File: config.mk
export PLATFORM = sky130hd
export DESIGN_NAME = ram_write_arbiter
export DESIGN_NICKNAME = d
export VERILOG_FILES = /design/src/rtl/ram_write_arbiter_pkg.sv /design/src/rtl/ram_write_arbiter_write_fifo.sv /design/src/rtl/ram_write_arbiter.sv
export SDC_FILE = /design/constraint.sdc
export NUM_CORES = 1
export LEC_CHECK = 0
export ABC_AREA = 1
export BUFFER_PORTS_ARGS = -buffer_cell sky130_fd_sc_hd__buf_2
export CAP_MARGIN = 20
export CORE_UTILIZATION = 35
export CTS_CLUSTER_DIAMETER = 200
export DETAILED_ROUTE_END_ITERATION = 8
export PLACE_DENSITY = 0.58
export SYNTH_ARGS = -nofsm -noshare
export SYNTH_HDL_FRONTEND = slang
export SYNTH_SLANG_ARGS = --single-unit
export TNS_END_PERCENT = 30
File: constraint.sdc
create_clock -name clock -period 3.83 [get_ports clock]
set_clock_uncertainty 0.2 [all_clocks]
set_input_delay 0.5745 -clock clock [delete_from_list [all_inputs] [get_ports clock]]
set_output_delay 0.5745 -clock clock [all_outputs]
set_load 0.05 [all_outputs]
File: src/rtl/ram_write_arbiter_pkg.sv
// Shared constants and the round-robin pick helper for the two-requester RAM write arbiter.
package ram_write_arbiter_pkg;

    localparam int ADDR_WIDTH_DEFAULT = 12;
    localparam int DATA_WIDTH_DEFAULT = 32;
    localparam int NUM_REQ            = 2;
    localparam int REQ_UART           = 0;
    localparam int REQ_SD             = 1;
    localparam int WRITE_COUNT_WIDTH  = 16;

    typedef enum logic {
        GRANT_UART = 1'b0,
        GRANT_SD   = 1'b1
    } grant_e;

    // One-hot grant: on a tie the requester that did not win last time goes next.
    function automatic logic [NUM_REQ-1:0] rr_pick(input logic [NUM_REQ-1:0] req,
                                                   input grant_e last);
        logic [NUM_REQ-1:0] grant;
        grant = req;
        if (req[REQ_UART] && req[REQ_SD]) begin
            grant = (last == GRANT_UART) ? 2'b10 : 2'b01;
        end
        return grant;
    endfunction

endpackage

File: src/rtl/ram_write_arbiter_write_fifo.sv
// Synchronous FIFO holding {addr,data} write entries; head entry is visible on pop_data.
module write_fifo #(
    parameter int DEPTH = 4,
    parameter int WIDTH = 44
) (
    input  logic             clock,
    input  logic             reset,
    input  logic             push,
    input  logic [WIDTH-1:0] push_data,
    input  logic             pop,
    output logic [WIDTH-1:0] pop_data,
    output logic             full,
    output logic             empty
);

    localparam int PTR_WIDTH = $clog2(DEPTH);
    localparam int CNT_WIDTH = PTR_WIDTH + 1;

    logic [WIDTH-1:0]     mem_q [DEPTH];
    logic [PTR_WIDTH-1:0] wr_ptr_q, wr_ptr_d;
    logic [PTR_WIDTH-1:0] rd_ptr_q, rd_ptr_d;
    logic [CNT_WIDTH-1:0] count_q, count_d;
    logic                 do_push;
    logic                 do_pop;

    // Both guards use registered occupancy, so a freshly pushed entry cannot fall through.
    assign full     = (count_q == CNT_WIDTH'(DEPTH));
    assign empty    = (count_q == '0);
    assign do_push  = push && !full;
    assign do_pop   = pop && !empty;
    assign pop_data = mem_q[rd_ptr_q];

    always_comb begin
        wr_ptr_d = wr_ptr_q;
        rd_ptr_d = rd_ptr_q;
        count_d  = count_q;
        if (do_push) begin
            wr_ptr_d = wr_ptr_q + 1'b1;
        end
        if (do_pop) begin
            rd_ptr_d = rd_ptr_q + 1'b1;
        end
        case ({do_push, do_pop})
            2'b10:   count_d = count_q + 1'b1;
            2'b01:   count_d = count_q - 1'b1;
            default: count_d = count_q;
        endcase
    end

    always_ff @(posedge clock or posedge reset) begin
        if (reset) begin
            wr_ptr_q <= '0;
            rd_ptr_q <= '0;
            count_q  <= '0;
        end else begin
            wr_ptr_q <= wr_ptr_d;
            rd_ptr_q <= rd_ptr_d;
            count_q  <= count_d;
        end
    end

    always_ff @(posedge clock) begin
        if (do_push) begin
            mem_q[wr_ptr_q] <= push_data;
        end
    end

endmodule

File: src/rtl/ram_write_arbiter.sv
// Merges UART-loader and SD-reader write streams onto one registered RAM write port, round-robin.
module ram_write_arbiter
    import ram_write_arbiter_pkg::*;
#(
    parameter int DEPTH      = 4,
    parameter int ADDR_WIDTH = ADDR_WIDTH_DEFAULT,
    parameter int DATA_WIDTH = DATA_WIDTH_DEFAULT
) (
    input  logic                         clock,
    input  logic                         reset,
    input  logic                         pause,
    input  logic                         uart_valid,
    input  logic [ADDR_WIDTH-1:0]        uart_addr,
    input  logic [DATA_WIDTH-1:0]        uart_data,
    output logic                         uart_ready,
    input  logic                         sd_valid,
    input  logic [ADDR_WIDTH-1:0]        sd_addr,
    input  logic [DATA_WIDTH-1:0]        sd_data,
    output logic                         sd_ready,
    output logic                         ram_wEn,
    output logic [ADDR_WIDTH-1:0]        ram_addr,
    output logic [DATA_WIDTH-1:0]        ram_dataIn,
    output logic                         busy,
    output logic [WRITE_COUNT_WIDTH-1:0] write_count
);

    localparam int ENTRY_WIDTH = ADDR_WIDTH + DATA_WIDTH;

    logic [ENTRY_WIDTH-1:0]       uart_entry;
    logic [ENTRY_WIDTH-1:0]       sd_entry;
    logic                         uart_full, uart_empty;
    logic                         sd_full, sd_empty;
    logic [NUM_REQ-1:0]           req;
    logic [NUM_REQ-1:0]           grant;
    grant_e                       last_grant_q, last_grant_d;
    logic                         ram_wen_q, ram_wen_d;
    logic [ADDR_WIDTH-1:0]        ram_addr_q, ram_addr_d;
    logic [DATA_WIDTH-1:0]        ram_data_q, ram_data_d;
    logic [WRITE_COUNT_WIDTH-1:0] write_count_q, write_count_d;

    assign uart_ready = !uart_full;
    assign sd_ready   = !sd_full;
    assign req        = {!pause && !sd_empty, !pause && !uart_empty};
    assign grant      = rr_pick(req, last_grant_q);

    write_fifo #(
        .DEPTH (DEPTH),
        .WIDTH (ENTRY_WIDTH)
    ) u_uart_fifo (
        .clock     (clock),
        .reset     (reset),
        .push      (uart_valid && uart_ready),
        .push_data ({uart_addr, uart_data}),
        .pop       (grant[REQ_UART]),
        .pop_data  (uart_entry),
        .full      (uart_full),
        .empty     (uart_empty)
    );

    write_fifo #(
        .DEPTH (DEPTH),
        .WIDTH (ENTRY_WIDTH)
    ) u_sd_fifo (
        .clock     (clock),
        .reset     (reset),
        .push      (sd_valid && sd_ready),
        .push_data ({sd_addr, sd_data}),
        .pop       (grant[REQ_SD]),
        .pop_data  (sd_entry),
        .full      (sd_full),
        .empty     (sd_empty)
    );

    // Address and data only move on a pop, so the port holds its last write while idle.
    always_comb begin
        last_grant_d  = last_grant_q;
        ram_wen_d     = |grant;
        ram_addr_d    = ram_addr_q;
        ram_data_d    = ram_data_q;
        write_count_d = write_count_q + WRITE_COUNT_WIDTH'(ram_wen_q);
        if (grant[REQ_UART]) begin
            last_grant_d = GRANT_UART;
            ram_addr_d   = uart_entry[ENTRY_WIDTH-1:DATA_WIDTH];
            ram_data_d   = uart_entry[DATA_WIDTH-1:0];
        end else if (grant[REQ_SD]) begin
            last_grant_d = GRANT_SD;
            ram_addr_d   = sd_entry[ENTRY_WIDTH-1:DATA_WIDTH];
            ram_data_d   = sd_entry[DATA_WIDTH-1:0];
        end
    end

    always_ff @(posedge clock or posedge reset) begin
        if (reset) begin
            last_grant_q  <= GRANT_SD;
            ram_wen_q     <= 1'b0;
            ram_addr_q    <= '0;
            ram_data_q    <= '0;
            write_count_q <= '0;
        end else begin
            last_grant_q  <= last_grant_d;
            ram_wen_q     <= ram_wen_d;
            ram_addr_q    <= ram_addr_d;
            ram_data_q    <= ram_data_d;
            write_count_q <= write_count_d;
        end
    end

    assign ram_wEn     = ram_wen_q;
    assign ram_addr    = ram_addr_q;
    assign ram_dataIn  = ram_data_q;
    assign write_count = write_count_q;
    assign busy        = !uart_empty || !sd_empty || ram_wen_q;

endmodule

==> impl_results.md, run 1 <==
- Status: completed
- Layout area overhead: 16.77%
- PwrDens: 842.5 nW/um2
- Commonest cells in the netlist: nand2_1 (558), edfxtp_1 (352), nand3_1 (317), dfrtp_1 (75), clkbuf_1 (52)
- ANT nets after route: 0
- Via density: 4.712
- Reg-to-reg critical path endpoint: ram_dataIn[27]$_DFFE_PP0P_
- Hold Crit Class: primary input to asynchronous set/reset pin
- CTS tree: done
- Non-Filler Instances: 2331
- Row count: 80
- GRT Total Usage: 16.16%
- Largest net degree at the start of global routing: 92
- CTS clock-pin slew for the worst setup and hold paths: 60 ps
- TritonRoute pass-1 iters: 5
- Placed cell count: 2250
- Core ar.: 48150 um2
- GRT met2 Usage: 24.88%
- Least-Margin Pin Slew: 1029 ps
- Routed vias: 10980
- Resized cells post-CTS: 0
- Area share of the largest cell type after synthesis: 61.45%
- Number of buffers added on ports: 156
- Final #Nets: 1745
- Data arrival, critical path: 1860 ps
- Die X: 223.7 um
- Period utilization: 68.85%
- Crit-path max FO: 3
- Final setup violation count: 0
- Maxcap violations: 0
- Seq cells post-synth: 428
- Worst EP required: 3060 ps
- Synth top area cells: edfxtp_1 (61%), nand2_1 (12%), dfrtp_1 (11%)
- Die area: 50040 um2
- Root buf cell: clkbuf_16
- Sink Count: 428
- Setup bufs post-CTS: 0
- Slew HR: 31.39%
- Drt wl/cell: 17.41 um
- Initial Util: 35.73%
- Static Leak: 8.066 nW
- Worst R2R Start: u_sd_fifo.count_q[1]$_DFFE_PP0P_
- Skew-Pair Late Insertion Delay: 540 ps
- Power Total: 16.92 mW
- Met1 GRT Util: 23.11%
- Crit. End Element: primary output
- Worst reg2reg setup slack: 1320 ps
- Die Ht: 223.7 um
- EDFF count, synth: 352
- Crit Path Class: flop to primary output
- FFs w/ async S/R, synth: 17.76%
- Total negative setup slack: 0 ps
- First-pass GRT wire length: 62020 um
- Met3 Use GR: 3.214%
- Depth of the CTS H-tree: 2
- HPWL after DPL: 25620 um
- Post-Synthesis Cells: 1497
- GRT overflow: 0
- Synthesized area: 17200 um2
- Seq/Total Area, Yosys: 72.52%
- RSZ-0062 raised after global routing: no
- Most common cell in the netlist: nand2_1
- Synth Area per Inst: 11.49 um2
- Slew Limit Fails: 0
- Hold-fix buffers, CTS: 0
- Crit start category: flop
- Vias in the first global route: 10370
- YS warnings: 0
- Dominant cell type by area after synthesis: edfxtp_1
- Worst vdd ir: 0.4438 mV
- Post-Syn Nets: 1604
- Total CTS buffers: 42
- Fmax: 0.3792 GHz
- Minimum clock period: 2637 ps
- I/O pins: 157
- Drt total wl: 40590 um
- Antenna violations before repair: 11
- Synth unique cells: 26
- Global route hottest layer: met2
- Gpl congestion: 0.8651
- Initial DRC count: 878
- Top_reg_cell synth: edfxtp_1
- DRC violations left: 0
- Hold Vio Cnt, Final: 0
- Layout cells sized above 1: 15.79%
- Clock buffer depth: 3
- Worst-case reg-to-reg path depth: 7
==> critical path, stage by stage (launching register included) <==
cell and delay, ps:
dfrtp_1 400, nor2_2 200, nand2_1 120, or3_1 370
buf_2 220
==> placed cells by master, fill, tap and decap left out <==
| cell type | count |
|---|---|
| nand3_1 | 317 |
| nand4_1 | 1 |
| buf_4 | 20 |
| nor2_4 | 8 |
| nor2_2 | 1 |
| ha_1 | 12 |
| inv_2 | 5 |
| fa_1 | 2 |
| buf_2 | 156 |
| clkinvlp_4 | 1 |
| dfrtp_1 | 73 |
| nor3_1 | 3 |
| xnor2_1 | 5 |
| xor2_1 | 13 |
| nand2_1 | 557 |
| edfxtp_1 | 352 |
| a21oi_4 | 1 |
| clkbuf_1 | 11 |
| inv_1 | 31 |
| bufinv_16 | 1 |
| clkinv_1 | 4 |
| or3_1 | 1 |
| clkbuf_8 | 5 |
| inv_6 | 1 |
| diode_2 | 3 |
| buf_12 | 3 |
| dfstp_2 | 1 |
| nand3b_1 | 1 |
| a21oi_2 | 1 |
| nand2_2 | 2 |
| a21oi_1 | 7 |
| clkinv_2 | 11 |
| dfrtp_2 | 2 |
| nor2_1 | 13 |
| o21ai_0 | 5 |
| clkbuf_16 | 45 |
==> per-stage QoR <==
step / setup slack, ps / utilization, % / instance area, um2 / hold WS [ps]
global placement: 1269 / 38.90 / 18730 / 267.8
CTS: 1176 / 41.70 / 20080 / 19.44
global route: 1059 / 41.71 / 20080 / 32.89
finish: 1193 / 41.72 / 20090 / 4.464
floorplan: 158.2 / - / 17200 / 246.5
detailed placement: 1220 / 38.90 / 18730 / 263.1
==> state kept, by name, summed over array words and instances, names as in the netlist <==
signal	flops
write_count	16
u_sd_fifo.count_q	3
u_uart_fifo.count_q	3
ram_dataIn	32
last_grant_q	1
u_uart_fifo.wr_ptr_q	2
u_sd_fifo.mem_q	176
u_sd_fifo.wr_ptr_q	2
u_sd_fifo.rd_ptr_q	2
ram_addr	12
u_uart_fifo.mem_q	176
u_uart_fifo.rd_ptr_q	2
ram_wEn	1
==> logic make-up after synthesis <==
family	after synthesis	synth area share, %
AOI/OAI and AO/OA	14	0.4946
xor gates and xnor gates	18	0.9166
adders and majority gates	14	1.106
buffers and inverters	119	2.830
DFF	428	72.52
and+or+nand+nor	904	22.14
==> routing by layer <==
layer	up-vias	part of all wire (%)
met1	5260	47
li1	5411	-
met5	-	0.29
met3	73	4.8
met2	220	46
met4	20	2.2
==> power by group <==
part           switching (mW)  internal (mW)  leakage [nW]
registers               0.414           6.24          4.14
logic                    4.69           1.58          3.26
clock network            1.68           2.31         0.668
total                    6.79           10.1          8.07
==> worst max path at each step <==
stage / from / to / cells past startpoint
finish: u_uart_fifo.count_q[0]$_DFFE_PP0P_ / busy / 4
CTS: u_uart_fifo.count_q[0]$_DFFE_PP0P_ / busy / 4
global placement: pause / ram_dataIn[0]$_DFFE_PP0P_ / 7
detailed placement: pause / ram_addr[0]$_DFFE_PP0P_ / 7
global route: u_sd_fifo.count_q[0]$_DFFE_PP0P_ / ram_dataIn[23]$_DFFE_PP0P_ / 7
floorplan: u_sd_fifo.count_q[1]$_DFFE_PP0P_ / u_sd_fifo.mem_q[0][0]$_DFFE_PP_ / 4
==> cell type report <==
class | instances | area (um2)
Inverter | 37 | 140.1
Clock buffer | 61 | 1236
Fill cell | 4572 | 28060
Sequential cell | 428 | 12480
Tap cell | 656 | 820.8
Clock inverter | 17 | 111.4
Antenna cell | 3 | 7.507
Multi-Input combinational cell | 950 | 4303
Timing Repair Buffer | 179 | 991.0
Power figures use the tool's default switching activity.
==> run 2, diff against run 1 <==
==> constraint.sdc (replaced) <==
create_clock -name clock -period 2.6 [get_ports clock]
set_clock_uncertainty 0.2 [all_clocks]
set_input_delay 0.39 -clock clock [delete_from_list [all_inputs] [get_ports clock]]
set_output_delay 0.39 -clock clock [all_outputs]
set_load 0.05 [all_outputs]
==> run 2 against run 1 <==
Flip-flop and latch count unchanged. Largest power group unchanged. Non-clock buffer count up 104. Die area unchanged. Hold slack better by 56 ps. Sequential power up 47%.
==> impl_results.md, run 2 (synthesized netlist as in run 1, its figures left out) <==
- Clock buffer depth: 3
- Row count: 80
- Final Util: 44.04%
- Worst EP required: 2010 ps
- Data arrival, critical path: 1880 ps
- Die Ht: 223.7 um
- Status: completed
- Crit. End Element: primary output
- Crit start category: flop
- Depth of the CTS H-tree: 2
- Crit-path max FO: 3
- Antenna violations before repair: 3
- Hold Vio Cnt, Final: 0
- GRT overflow: 0
- Die area: 50040 um2
- RSZ-0062 raised after global routing: no
- Routed vias: 11430
- Hold Crit Class: primary input to asynchronous set/reset pin
- Drt total wl: 41470 um
- Least-Margin Pin Slew: 727.0 ps
- Largest net degree at the start of global routing: 89
- Resized cells post-CTS: 0
- Most frequent cells in the layout: nand2_1 (557), edfxtp_1 (352), nand3_1 (317)
- CTS tree: done
- Maxcap violations: 0
- Vias in the first global route: 11120
- Core ar.: 48150 um2
- Initial DRC count: 651
- Total CTS buffers: 43
- Layout area overhead: 23.28%
- Drt wl/cell: 17.03 um
- Worst-case reg-to-reg path depth: 9
- Layout cells sized above 1: 15.32%
- GRT Total Usage: 16.76%
- First-pass GRT wire length: 65160 um
- Skew-Pair Late Insertion Delay: 550 ps
- Final #Nets: 1850
- Sink Count: 428
- Number of buffers added on ports: 156
- Power Total: 25.32 mW
- Minimum clock period: 2467 ps
- Non-Filler Instances: 2435
- CP max stage delay: 410 ps
- Gpl congestion: 0.8286
- Setup bufs post-CTS: 0
- CP Depth: 4
- Die X: 223.7 um
- HPWL after DPL: 26550 um
- Worst vdd ir: 0.7102 mV
- ANT nets after route: 0
- Largest delay share family, worst path: simple AND/OR/NAND/NOR gates
- Final setup violation count: 0
- Initial Util: 35.73%
- Crit-path slowest cell: dfrtp_1
- Fmax: 0.4053 GHz
- DRC violations left: 0
- PwrDens: 1194 nW/um2
- Most common cell after layout, fill and taps aside: nand2_1
- Static Leak: 8.527 nW
- Placed cell count: 2265
- Slew HR: 51.53%
- Root buf cell: clkbuf_16
- I/O pins: 157
- Crit Path Class: flop to primary output
- Buffers & Inverters on Critical Path: 1
- Period utilization: 94.89%
- Hold-fix buffers, CTS: 89
- TritonRoute pass-1 iters: 6
- Slew Limit Fails: 0
- CTS clock-pin slew for the worst setup and hold paths: 60 ps
- Via density: 4.693
- Crit path cell chain: nor2_2, nand2_1, or3_1, buf_2
run 2: cell count changes in the layout (fill, tap and decap cells not counted):
cell | previous run | this run
buf_12 | 3 | 13
inv_6 | 1 | 0
clkinv_1 | 4 | 3
clkinv_4 | 0 | 1
buf_4 | 20 | 25
clkinv_2 | 11 | 6
clkbuf_8 | 5 | 2
clkbuf_1 | 11 | 19
dlygate4sd3_1 | 0 | 89
bufinv_16 | 1 | 2
run 2: layer usage:
| layer | global-route usage (%) | part of all wire (%) | routed length, um | vias up |
|---|---|---|---|---|
| met4 | 5.015 | 2.3 | 956 | 2 |
| met1 | 24.22 | 48 | 19830 | 5515 |
| met3 | 2.754 | 4.4 | 1808 | 60 |
| li1 | - | - | - | 5629 |
| met2 | 25.93 | 45 | 18850 | 221 |
| met5 | 0 | 0.031 | 13 | - |
run 2: power by group:
part	switching [mW]	total [mW]	leakage [nW]	internal (mW)
Combinational	6.99	9.59	3.74	2.61
Clock	2.47	5.91	0.648	3.44
Sequential	0.631	9.82	4.14	9.19
run 2: path summary, 6_finish.rpt:
check	from	to	slack, ps
worst max register to register	u_uart_fifo.count_q[0]$_DFFE_PP0P_	u_sd_fifo.count_q[2]$_DFFE_PP0P_	300
worst min register to register	u_sd_fifo.count_q[0]$_DFFE_PP0P_	u_sd_fifo.count_q[0]$_DFFE_PP0P_	270
worst min-delay path	reset	u_uart_fifo.count_q[2]$_DFFE_PP0P_	60
max in group asynchronous	reset	last_grant_q$_DFFE_PP1P_	1570
min in group clock	pause	last_grant_q$_DFFE_PP1P_	110
worst max-delay path	u_uart_fifo.count_q[0]$_DFFE_PP0P_	busy	130
run 2: through the flow:
step	instance area, um2	hold WS [ps]	setup TNS, ps	worst slack [ps]
final	21200	60.37	0	133.0
after global routing	21200	70.60	0	52.25
after CTS	21200	38.11	0	117.4
after detailed placement	18970	69.85	0	329.9
after global placement	18970	68.69	0	358.9
after floorplan	17220	246.5	-131050	-391.6
run 2: worst reg2reg max path: stages, from the launching register on:
cell     delay, ps
dfrtp_1        410
nor2_2         210
nand2_1        130
a21oi_2        190
ha_1           160
inv_1           70
fa_1           380
a21oi_1        160
o21ai_0        120
xor2_1         150
run 2: area by class of cell:
class                   instances  area (um2)
fillers                      4395       26940
flip-flops and latches        428       12480
multi-input cells             950        4303
repair buffers                283        2120
clock buffers                  66        1225
well taps                     656       820.8
inverters                      37       140.1
clock inverters                12       112.6
diodes                          3       7.507
==> run 3, diff against run 2 <==
--- a/config.mk
+++ b/config.mk
@@ -8,10 +8,12 @@
 export ABC_AREA = 1
 export BUFFER_PORTS_ARGS = -buffer_cell sky130_fd_sc_hd__buf_2
 export CAP_MARGIN = 20
-export CORE_UTILIZATION = 35
+export CORE_MARGIN = 2
+export CORE_UTILIZATION = 50
 export CTS_CLUSTER_DIAMETER = 200
 export DETAILED_ROUTE_END_ITERATION = 8
-export PLACE_DENSITY = 0.58
+export HOLD_SLACK_MARGIN = 0.12
+export PLACE_DENSITY = 0.75
 export SYNTH_ARGS = -nofsm -noshare
 export SYNTH_HDL_FRONTEND = slang
 export SYNTH_SLANG_ARGS = --single-unit
==> run 3 against run 2 <==
Non-clock buffer count down 5. Clock power up 8.5%. Hold slack gained 98 ps. Utilization rose by 19 points. Combinational power about the same. Cell count shrank 8.8%. Final area decreased by 0.50%. Largest cell class unchanged. Flip-flop and latch count is the same.
==> impl_results.md, run 3 (synthesized netlist as in run 1, its figures left out) <==
- GRT overflow: 0
- Initial DRC count: 1292
- Crit. End Element: primary output
- PwrDens: 1223 nW/um2
- Layout area overhead: 22.67%
- Total negative setup slack: 0 ps
- Via density: 5.223
- Number of buffers added on ports: 156
- Vias in the first global route: 11170
- Placed cell count: 2051
- Initial Util: 51.04%
- Largest net degree at the start of global routing: 92
- I/O pins: 157
- Drt total wl: 39110 um
- RSZ-0062 raised after global routing: no
- Data arrival, critical path: 1850 ps
- Static Leak: 8.591 nW
- Status: completed
- Minimum clock period: 2437 ps
- GRT Total Usage: 21.70%
- DRC violations left: 0
- Final Util: 62.61%
- Seq. cell area: 12480 um2
- Routed vias: 11600
- Die X: 189.5 um
- Period utilization: 93.71%
- Worst vdd ir: 0.7171 mV
- Row count: 67
- Die Ht: 189.5 um
- Most common cell after layout, fill and taps aside: nand2_1
- Setup bufs post-CTS: 0
- Antenna violations before repair: 2
- Clock buffer depth: 3
- TritonRoute pass-1 iters: 5
- Depth of the CTS H-tree: 2
- Final #Nets: 1845
- Final setup violation count: 0
- Gpl congestion: 0.8540
- Total CTS buffers: 43
- Worst EP required: 2010 ps
- Crit start category: flop
- Core ar.: 33700 um2
- Root buf cell: clkbuf_16
- Number of fill cells: 2543
- Crit-path max FO: 3
- Skew-Pair Late Insertion Delay: 530 ps
- Non-Filler Instances: 2221
- Finished Cell Area: 21100 um2
- Least-Margin Pin Slew: 949.7 ps
- Drt wl/cell: 17.61 um
- CTS tree: done
- Layout cells sized above 1: 15.65%
- Crit Path Class: flop to primary output
- Slew Limit Fails: 0
- Area of the multi-input gates: 4300 um2
- First-pass GRT wire length: 60830 um
- Most frequent cells in the layout: nand2_1 (558), edfxtp_1 (352), nand3_1 (317)
- Die area: 35900 um2
- CTS clock-pin slew for the worst setup and hold paths: 60 ps
- Placed instance area: 18720 um2
- Fmax: 0.4104 GHz
- Slew HR: 36.69%
- Maxcap violations: 0
- Hold Vio Cnt, Final: 0
- HPWL after DPL: 23920 um
- Sink Count: 428
- ANT nets after route: 0
- Hold Crit Class: primary input to flop
-- run 3: changes by cell type in the layout (fill, tap and decap cells not counted), moves of 2 or more --
cell,before,now
buf_12,13,18
buf_4,25,14
bufinv_16,2,7
clkbuf_1,19,7
clkinv_2,6,11
clkinvlp_4,1,3
-- run 3: final timing paths --
check	slack (ps)	to	start	cells past startpoint
worst max-delay path	160	busy	u_uart_fifo.count_q[0]$_DFFE_PP0P_	4
worst min-delay path	160	u_uart_fifo.count_q[0]$_DFFE_PP0P_	uart_valid	4
worst max register to register	200	u_sd_fifo.count_q[2]$_DFFE_PP0P_	u_uart_fifo.count_q[0]$_DFFE_PP0P_	9
worst min register to register	280	u_sd_fifo.count_q[0]$_DFFE_PP0P_	u_sd_fifo.count_q[0]$_DFFE_PP0P_	1
max in group asynchronous	1230	u_uart_fifo.rd_ptr_q[0]$_DFFE_PP0P_	reset	4
min in group asynchronous	310	u_sd_fifo.wr_ptr_q[1]$_DFFE_PP0P_	reset	3
-- run 3: metrics by stage --
step	power [mW]	hold WS (ps)	worst slack [ps]
after detailed placement	19.37	266.2	242.6
final	25.81	157.9	163.5
after CTS	25.91	147.7	147.8
after global routing	27.25	206.1	21.43
after floorplan	16.33	246.5	-391.6
after global placement	19.12	263.7	366.8
-- run 3: cell type report --
class                           instances  area share (%)
Inverter                               37          0.6642
Antenna cell                            3         0.03558
Clock buffer                           54           5.539
Sequential cell                       428           59.13
Tap cell                              448           2.657
Clock inverter                         23           1.417
Multi-Input combinational cell        950           20.38
Timing Repair Buffer                  278           10.18
-- run 3: what timing repair did --
| action | in CTS | in global routing |
|---|---|---|
| hold buffers | 90 | 0 |
| gates resized for setup | 0 | 0 |
| endpoints found under the hold margin | 390 | 0 |
-- run 3: report_power, final --
part	total [mW]	internal (mW)	switching, mW
logic	9.57	2.64	6.93
clock network	6.41	3.88	2.53
registers	9.82	9.19	0.637
-- run 3: routing by layer --
layer	share of wire (%)	vias up	wire length, um	GRT usage, %
met5	0	-	0	0
met4	3.2	0	1242	7.335
met3	5.9	72	2316	3.448
met2	47	384	18270	34.09
met1	44	5525	17280	31.16
li1	-	5620	-	-
-- run 3: worst max-delay path, cell delays in order (launching register included) --
cell     delay [ps]
dfrtp_1         410
nor2_2          210
nand2_1         110
or3_1           360
buf_2           220
